## config.mk

```make
export PLATFORM = sky130hd
export DESIGN_NAME = pipe_hazard_ctrl_flat
export DESIGN_NICKNAME = d
export VERILOG_FILES = /design/src/rtl/pipe_hazard_if.sv /design/src/rtl/pipe_hazard_ctrl.sv /design/src/flat_wrapper.sv
export SDC_FILE = /design/constraint.sdc
export NUM_CORES = 1
export LEC_CHECK = 0
export CAP_MARGIN = 15
export CORE_ASPECT_RATIO = 0.8
export CORE_MARGIN = 4
export CORE_UTILIZATION = 38
export CTS_BUF_LIST = sky130_fd_sc_hd__clkbuf_8
export DETAILED_ROUTE_END_ITERATION = 10
export PLACE_DENSITY = 0.7
export SYNTH_ARGS = -nofsm -noshare
export SYNTH_HDL_FRONTEND = slang
export SYNTH_SLANG_ARGS = --single-unit
```

## constraint.sdc

```tcl
create_clock -name clk -period 3.21 [get_ports clk]
set_clock_uncertainty 0.2 [all_clocks]
set_input_delay 0.642 -clock clk [delete_from_list [all_inputs] [get_ports clk]]
set_output_delay 0.642 -clock clk [all_outputs]
set_load 0.02 [all_outputs]
```

## src/rtl/pipe_hazard_if.sv

```systemverilog
// pipe_hazard_if: hazard-control signal bundle between the core datapath and pipe_hazard_ctrl
interface pipe_hazard_if #(
    parameter int CNT_W = 32
);
    logic [4:0]       rs1D, rs2D, rs1E, rs2E, rdE, rdM, rdW;
    logic             ResultSrcE0, RegWriteM, RegWriteW, PCSrcE, MemAccessM, mem_ready;
    logic             en_pc, en_fd, en_de, en_em;
    logic             flush_fd, flush_de, flush_mw;
    logic [1:0]       ForwardAE, ForwardBE;
    logic             err;
    logic [CNT_W-1:0] stall_cycles;

    modport master (
        output rs1D, rs2D, rs1E, rs2E, rdE, rdM, rdW,
        output ResultSrcE0, RegWriteM, RegWriteW, PCSrcE, MemAccessM, mem_ready,
        input  en_pc, en_fd, en_de, en_em, flush_fd, flush_de, flush_mw,
        input  ForwardAE, ForwardBE, err, stall_cycles
    );

    modport slave (
        input  rs1D, rs2D, rs1E, rs2E, rdE, rdM, rdW,
        input  ResultSrcE0, RegWriteM, RegWriteW, PCSrcE, MemAccessM, mem_ready,
        output en_pc, en_fd, en_de, en_em, flush_fd, flush_de, flush_mw,
        output ForwardAE, ForwardBE, err, stall_cycles
    );
endinterface

```

## src/rtl/pipe_hazard_ctrl.sv

```systemverilog
// pipe_hazard_ctrl: forwarding, stall/flush control and memory wait-state sequencing for a 5-stage pipeline
module pipe_hazard_ctrl #(
    parameter int TIMEOUT_CYCLES = 64,
    parameter int CNT_W = 32
) (
    input logic          clk,
    input logic          reset,
    pipe_hazard_if.slave hz
);
    typedef enum logic [1:0] {RUN = 2'd0, MEMWAIT = 2'd1, ERROR = 2'd2} state_t;

    localparam logic [6:0] CTL_NORMAL = 7'b1111_000;
    localparam logic [6:0] CTL_MEM    = 7'b0000_001;
    localparam logic [6:0] CTL_BRANCH = 7'b1111_110;
    localparam logic [6:0] CTL_LOAD   = 7'b0011_010;

    state_t           state_q, state_d;
    logic [7:0]       wait_cnt_q, wait_cnt_d;
    logic [CNT_W-1:0] stall_cycles_q, stall_cycles_d;
    logic             lw_stall, mem_stall;
    logic [6:0]       ctl;

    assign lw_stall  = hz.ResultSrcE0 && hz.rdE != 5'd0 && (hz.rs1D == hz.rdE || hz.rs2D == hz.rdE);
    assign mem_stall = hz.MemAccessM && !hz.mem_ready;

    // Operand forwarding: M is the younger producer and wins over W; x0 is never forwarded
    always_comb begin
        hz.ForwardAE = (hz.rs1E != 5'd0 && hz.RegWriteM && hz.rs1E == hz.rdM) ? 2'b10 :
                       (hz.rs1E != 5'd0 && hz.RegWriteW && hz.rs1E == hz.rdW) ? 2'b01 : 2'b00;
        hz.ForwardBE = (hz.rs2E != 5'd0 && hz.RegWriteM && hz.rs2E == hz.rdM) ? 2'b10 :
                       (hz.rs2E != 5'd0 && hz.RegWriteW && hz.rs2E == hz.rdW) ? 2'b01 : 2'b00;
    end

    // Enables/flushes {en_pc,en_fd,en_de,en_em,flush_fd,flush_de,flush_mw} by hazard priority
    always_comb begin
        ctl = reset              ? CTL_NORMAL :
              state_q == ERROR   ? 7'b0 :
              mem_stall          ? CTL_MEM :
              hz.PCSrcE          ? CTL_BRANCH :
              lw_stall           ? CTL_LOAD : CTL_NORMAL;
    end

    assign {hz.en_pc, hz.en_fd, hz.en_de, hz.en_em, hz.flush_fd, hz.flush_de, hz.flush_mw} = ctl;
    assign hz.err          = state_q == ERROR;
    assign hz.stall_cycles = stall_cycles_q;

    // Wait-state sequencing and saturating stall accounting
    always_comb begin
        state_d        = state_q;
        wait_cnt_d     = wait_cnt_q;
        stall_cycles_d = (ctl[6:3] != 4'hF && stall_cycles_q != '1) ? stall_cycles_q + CNT_W'(1) : stall_cycles_q;
        case (state_q)
            RUN: begin
                if (mem_stall) begin
                    state_d    = MEMWAIT;
                    wait_cnt_d = 8'd1;
                end
            end
            MEMWAIT: begin
                if (!hz.MemAccessM || hz.mem_ready) begin
                    state_d    = RUN;
                    wait_cnt_d = 8'd0;
                end else if (wait_cnt_q == 8'(TIMEOUT_CYCLES)) begin
                    state_d = ERROR;
                end else begin
                    wait_cnt_d = wait_cnt_q + 8'd1;
                end
            end
            default: state_d = ERROR;
        endcase
    end

    // State registers with asynchronous reset
    always_ff @(posedge clk or posedge reset) begin
        if (reset) begin
            state_q        <= RUN;
            wait_cnt_q     <= 8'd0;
            stall_cycles_q <= '0;
        end else begin
            state_q        <= state_d;
            wait_cnt_q     <= wait_cnt_d;
            stall_cycles_q <= stall_cycles_d;
        end
    end
endmodule

```

## src/flat_wrapper.sv

```systemverilog
// flat-port wrapper written by rule: the top's interface ports become plain ports
module pipe_hazard_ctrl_flat 
#(
    parameter int TIMEOUT_CYCLES = 64,
    parameter int CNT_W = 32
)
  (clk, reset, hz_rs1D, hz_rs2D, hz_rs1E, hz_rs2E, hz_rdE, hz_rdM, hz_rdW, hz_ResultSrcE0, hz_RegWriteM, hz_RegWriteW, hz_PCSrcE, hz_MemAccessM, hz_mem_ready, hz_en_pc, hz_en_fd, hz_en_de, hz_en_em, hz_flush_fd, hz_flush_de, hz_flush_mw, hz_ForwardAE, hz_ForwardBE, hz_err, hz_stall_cycles);
  pipe_hazard_if #(.CNT_W(CNT_W)) hz_i ();
  input logic clk;
  input logic reset;
  input wire logic [$bits(hz_i.rs1D)-1:0] hz_rs1D;
  input wire logic [$bits(hz_i.rs2D)-1:0] hz_rs2D;
  input wire logic [$bits(hz_i.rs1E)-1:0] hz_rs1E;
  input wire logic [$bits(hz_i.rs2E)-1:0] hz_rs2E;
  input wire logic [$bits(hz_i.rdE)-1:0] hz_rdE;
  input wire logic [$bits(hz_i.rdM)-1:0] hz_rdM;
  input wire logic [$bits(hz_i.rdW)-1:0] hz_rdW;
  input wire logic [$bits(hz_i.ResultSrcE0)-1:0] hz_ResultSrcE0;
  input wire logic [$bits(hz_i.RegWriteM)-1:0] hz_RegWriteM;
  input wire logic [$bits(hz_i.RegWriteW)-1:0] hz_RegWriteW;
  input wire logic [$bits(hz_i.PCSrcE)-1:0] hz_PCSrcE;
  input wire logic [$bits(hz_i.MemAccessM)-1:0] hz_MemAccessM;
  input wire logic [$bits(hz_i.mem_ready)-1:0] hz_mem_ready;
  output wire logic [$bits(hz_i.en_pc)-1:0] hz_en_pc;
  output wire logic [$bits(hz_i.en_fd)-1:0] hz_en_fd;
  output wire logic [$bits(hz_i.en_de)-1:0] hz_en_de;
  output wire logic [$bits(hz_i.en_em)-1:0] hz_en_em;
  output wire logic [$bits(hz_i.flush_fd)-1:0] hz_flush_fd;
  output wire logic [$bits(hz_i.flush_de)-1:0] hz_flush_de;
  output wire logic [$bits(hz_i.flush_mw)-1:0] hz_flush_mw;
  output wire logic [$bits(hz_i.ForwardAE)-1:0] hz_ForwardAE;
  output wire logic [$bits(hz_i.ForwardBE)-1:0] hz_ForwardBE;
  output wire logic [$bits(hz_i.err)-1:0] hz_err;
  output wire logic [$bits(hz_i.stall_cycles)-1:0] hz_stall_cycles;
  assign hz_i.rs1D = hz_rs1D;
  assign hz_i.rs2D = hz_rs2D;
  assign hz_i.rs1E = hz_rs1E;
  assign hz_i.rs2E = hz_rs2E;
  assign hz_i.rdE = hz_rdE;
  assign hz_i.rdM = hz_rdM;
  assign hz_i.rdW = hz_rdW;
  assign hz_i.ResultSrcE0 = hz_ResultSrcE0;
  assign hz_i.RegWriteM = hz_RegWriteM;
  assign hz_i.RegWriteW = hz_RegWriteW;
  assign hz_i.PCSrcE = hz_PCSrcE;
  assign hz_i.MemAccessM = hz_MemAccessM;
  assign hz_i.mem_ready = hz_mem_ready;
  assign hz_en_pc = hz_i.en_pc;
  assign hz_en_fd = hz_i.en_fd;
  assign hz_en_de = hz_i.en_de;
  assign hz_en_em = hz_i.en_em;
  assign hz_flush_fd = hz_i.flush_fd;
  assign hz_flush_de = hz_i.flush_de;
  assign hz_flush_mw = hz_i.flush_mw;
  assign hz_ForwardAE = hz_i.ForwardAE;
  assign hz_ForwardBE = hz_i.ForwardBE;
  assign hz_err = hz_i.err;
  assign hz_stall_cycles = hz_i.stall_cycles;
  pipe_hazard_ctrl #(.TIMEOUT_CYCLES(TIMEOUT_CYCLES), .CNT_W(CNT_W)) u_core (.clk(clk), .reset(reset), .hz(hz_i));
endmodule
```

==> summary.txt <==
Layout
  – Fraction of layout cells with a size suffix above 1: 0.155
  – Layout Nets: 432
  – ANT cells: 0
  – Commonest non-fill, non-tap cell in the layout: clkdlybuf4s50_1
  – Area Growth Syn to Fin: 50.5%
  – Final Instance Area: 0.00388 mm²
  – Fillers: 536
  – Most frequent cells in the layout: clkdlybuf4s50_1 (75), xnor2_1 (42), dfrtp_1 (42), buf_4 (30)

Route
  – Met3 wire length: 529 µm
  – WL/cell: 14.3 µm
  – Vias: 2439
  – Post-Route WL: 6.73 mm
  – ANT nets after route: 0
  – Remaining DRCs: 0
  – DRT iter0 DRCs: 169
  – Met2 wire length: 3.01 mm
  – Vias per cell: 5.18
  – Met1 Wirelength: 3.13 mm
  – Top sig layer: met4
  – Router iterations before antenna repair: 4

Setup path
  – Kind of critical path: input port to output pin
  – Cell family with the largest share of critical-path delay: simple AND/OR/NAND/NOR gates
  – CP Capture Type: output pin
  – CP cell instances: clkdlybuf4s50_1 > or4_4 > nor2_4 > nor4_2 > nor4_1 > buf_2
  – CP Data Required Time: 2.37 ns
  – CP Buf/Inv Count: 2
  – Slowest stage delay, CP: 0.53 ns
  – WP data arrival: 2.33 ns
  – Worst-path fanout max: 2
  – CP Launch Type: input port
  – Worst reg2reg setup slack: 0.80 ns
  – CP max stage cell: or4_4

Die
  – Number of I/O pins: 87
  – Die area: 0.00818 mm²
  – Die Y-Extent: 81.7 µm
  – Core area: 0.00647 mm²
  – Starting Density: 0.399
  – Horiz. Die Dim: 100 µm
  – Rows: 26

Logic synthesis
  – Syn_area_per_cell: 9.59 µm²
  – Mapped cell area: 0.00258 mm²
  – Syn Inst Count: 269
  – Sequential area share after synthesis: 0.407
  – Netlist cell types: 42
  – Synth Net Count: 315
  – Yosys reg bits: 42
  – Syn. warnings: 0

Placement
  – Area after DPL: 0.00370 mm²
  – RD Place Congestion: 0.857
  – IO buf count: 86
  – Detail Placement HPWL: 5.27 mm

Clock network
  – Number of clock sinks: 42
  – TritonCTS buffer count: 5
  – Clk slew on worst S/H paths: 0.08 ns
  – TritonCTS clock tree: done
  – CTS root buf: clkbuf_8
  – CTS Buffer Depth: 2
  – H-tree Lvls: 2
  – Clk_lat worst skew: 0.29 ns

Timing
  – Slew @ Worst Pin: 0.770 ns
  – Setup violators final: 0
  – Final hold vios: 0
  – Crit path time final: 3.17 ns
  – Max_slew headroom: 0.485
  – Setup TNS: 0 ns
  – Slew Limit Fails: 0
  – Max Clk Rate: 315 MHz
  – RSZ-0062 raised after global routing: true
  – Tcrit/Tclk final: 0.988

Flow run
  – Max-cap violations: 0

Global routing
  – Global-route wire length before repair: 11.0 mm
  – All-Layer GR Usage: 0.165
  – Pin count of the biggest net entering global routing: 43
  – Vias in the first global route: 2354
  – Total global routing overflow: 0
  – Initial antenna violation count: 0

Power
  – Leakage: 1.62 nW
  – Max IR drop VDD: 165 µV
  – Pwr dens: 318 mW/mm²

Status
  – Status: finished, final reports clean

Hold path
  – Min-delay worst type: flip-flop to flip-flop
## timing repair
item | CTS | global route
hold buffers | 0 | 0
buffers inserted | 0 | 5
hold endpoints to repair | 0 | 0
gates resized for setup | 26 | 18
endpoints found under the setup margin | 7 | 6
pin swaps | 0 | 9
## sequential cells by signal, indices dropped and copies added (netlist names)
signal	count
u_core.wait_cnt_q	8
u_core.state_q	2
u_core.hz.stall_cycles	32
## cells in the mapped netlist (all sizes together)
cell type / n / area [µm²]
or3: 2 / 12.5
and4: 2 / 17.5
nand4: 22 / 138
nor2: 20 / 75.1
xor2: 22 / 193
buf: 6 / 53.8
nor4b: 2 / 23.8
nor4bb: 1 / 10.0
nor4: 8 / 50.1
a221oi: 1 / 8.76
a21o: 1 / 7.51
and2b: 1 / 7.51
o21bai: 1 / 7.51
xnor2: 42 / 368
nand3: 15 / 75.1
nand4b: 1 / 8.76
a21oi: 7 / 35.0
a311oi: 1 / 8.76
or2: 1 / 6.26
and2: 2 / 12.5
inv: 9 / 33.8
nor2b: 1 / 6.26
nor3: 9 / 45.0
nand2: 18 / 67.6
ha: 3 / 37.5
o22ai: 2 / 12.5
mux2: 1 / 11.3
o31a: 1 / 8.76
o21ai: 5 / 25.0
a22oi: 2 / 15.0
a21boi: 1 / 7.51
and3: 10 / 72.6
o21a: 1 / 7.51
a211oi: 1 / 20.0
dfrtp: 42 / 1050
nand2b: 1 / 6.26
or4: 3 / 22.5
o41a: 1 / 11.3
## report_power, final
part	internal, W	total, W	switching (W)
combinational	0.000164	0.000297	0.000133
clock	0.000173	0.000351	0.000178
sequential	0.000552	0.000586	0.0000345
total	0.000889	0.00123	0.000346
## cell families after synthesis
kind of cell / synth area share
compound gates: 0.0679
xor+xnor: 0.217
fa+ha+maj: 0.0146
buf+inv: 0.0339
flops: 0.407
mux: 0.00436
simple gates: 0.255
## through the flow
step,power (W),setup slack [ns],utilization,instances,hold WS [ns]
2_1_floorplan,0.000721,0.0201,-,269,0.306
3_3_place_gp,0.000879,-0.344,0.571,458,0.278
3_5_place_dp,0.000885,-0.377,0.571,458,0.297
4_1_cts,0.00124,-0.0293,0.588,466,0.308
5_1_grt,0.00129,-0.0372,0.600,471,0.324
6_report,0.00123,0.0399,0.600,471,0.298
## final timing paths
check / start / to / cells after the start
worst max-delay path: hz_rs2E[3] / hz_ForwardBE[0] / 6
worst min-delay path: u_core.hz.stall_cycles[31] / u_core.hz.stall_cycles[31] / 1
worst max register to register: u_core.hz.stall_cycles[8] / u_core.hz.stall_cycles[12] / 7
worst min register to register: u_core.hz.stall_cycles[31] / u_core.hz.stall_cycles[31] / 1
max in group asynchronous: reset / u_core.hz.stall_cycles[23] / 3
min in group asynchronous: reset / u_core.wait_cnt_q[3] / 3
## area by class of cell
type,count,area [µm²],area share
Clock inverter,2,12.5,0.00322
Tap cell,84,105,0.0271
Multi-Input combinational cell,212,1510,0.389
Inverter,9,37.5,0.00967
Sequential cell,42,1050,0.271
Timing Repair Buffer,116,1080,0.279
Clock buffer,6,82.6,0.0213
## worst register-to-register path, cell delays in order (launching register included)
cell,delay [ns]
dfrtp_1,0.44
and4_1,0.26
nand3_1,0.26
nor2_1,0.49
a211oi_4,0.13
buf_12,0.19
and3_1,0.20
xor2_1,0.13
## metal layers
layer / track usage / up-vias
li1: - / 1191
met1: 0.229 / 1160
met2: 0.261 / 81
met3: 0.0407 / 7
met4: 0.0363 / 0
met5: 0 / -
No activity file was read; power rests on OpenSTA's default activity.
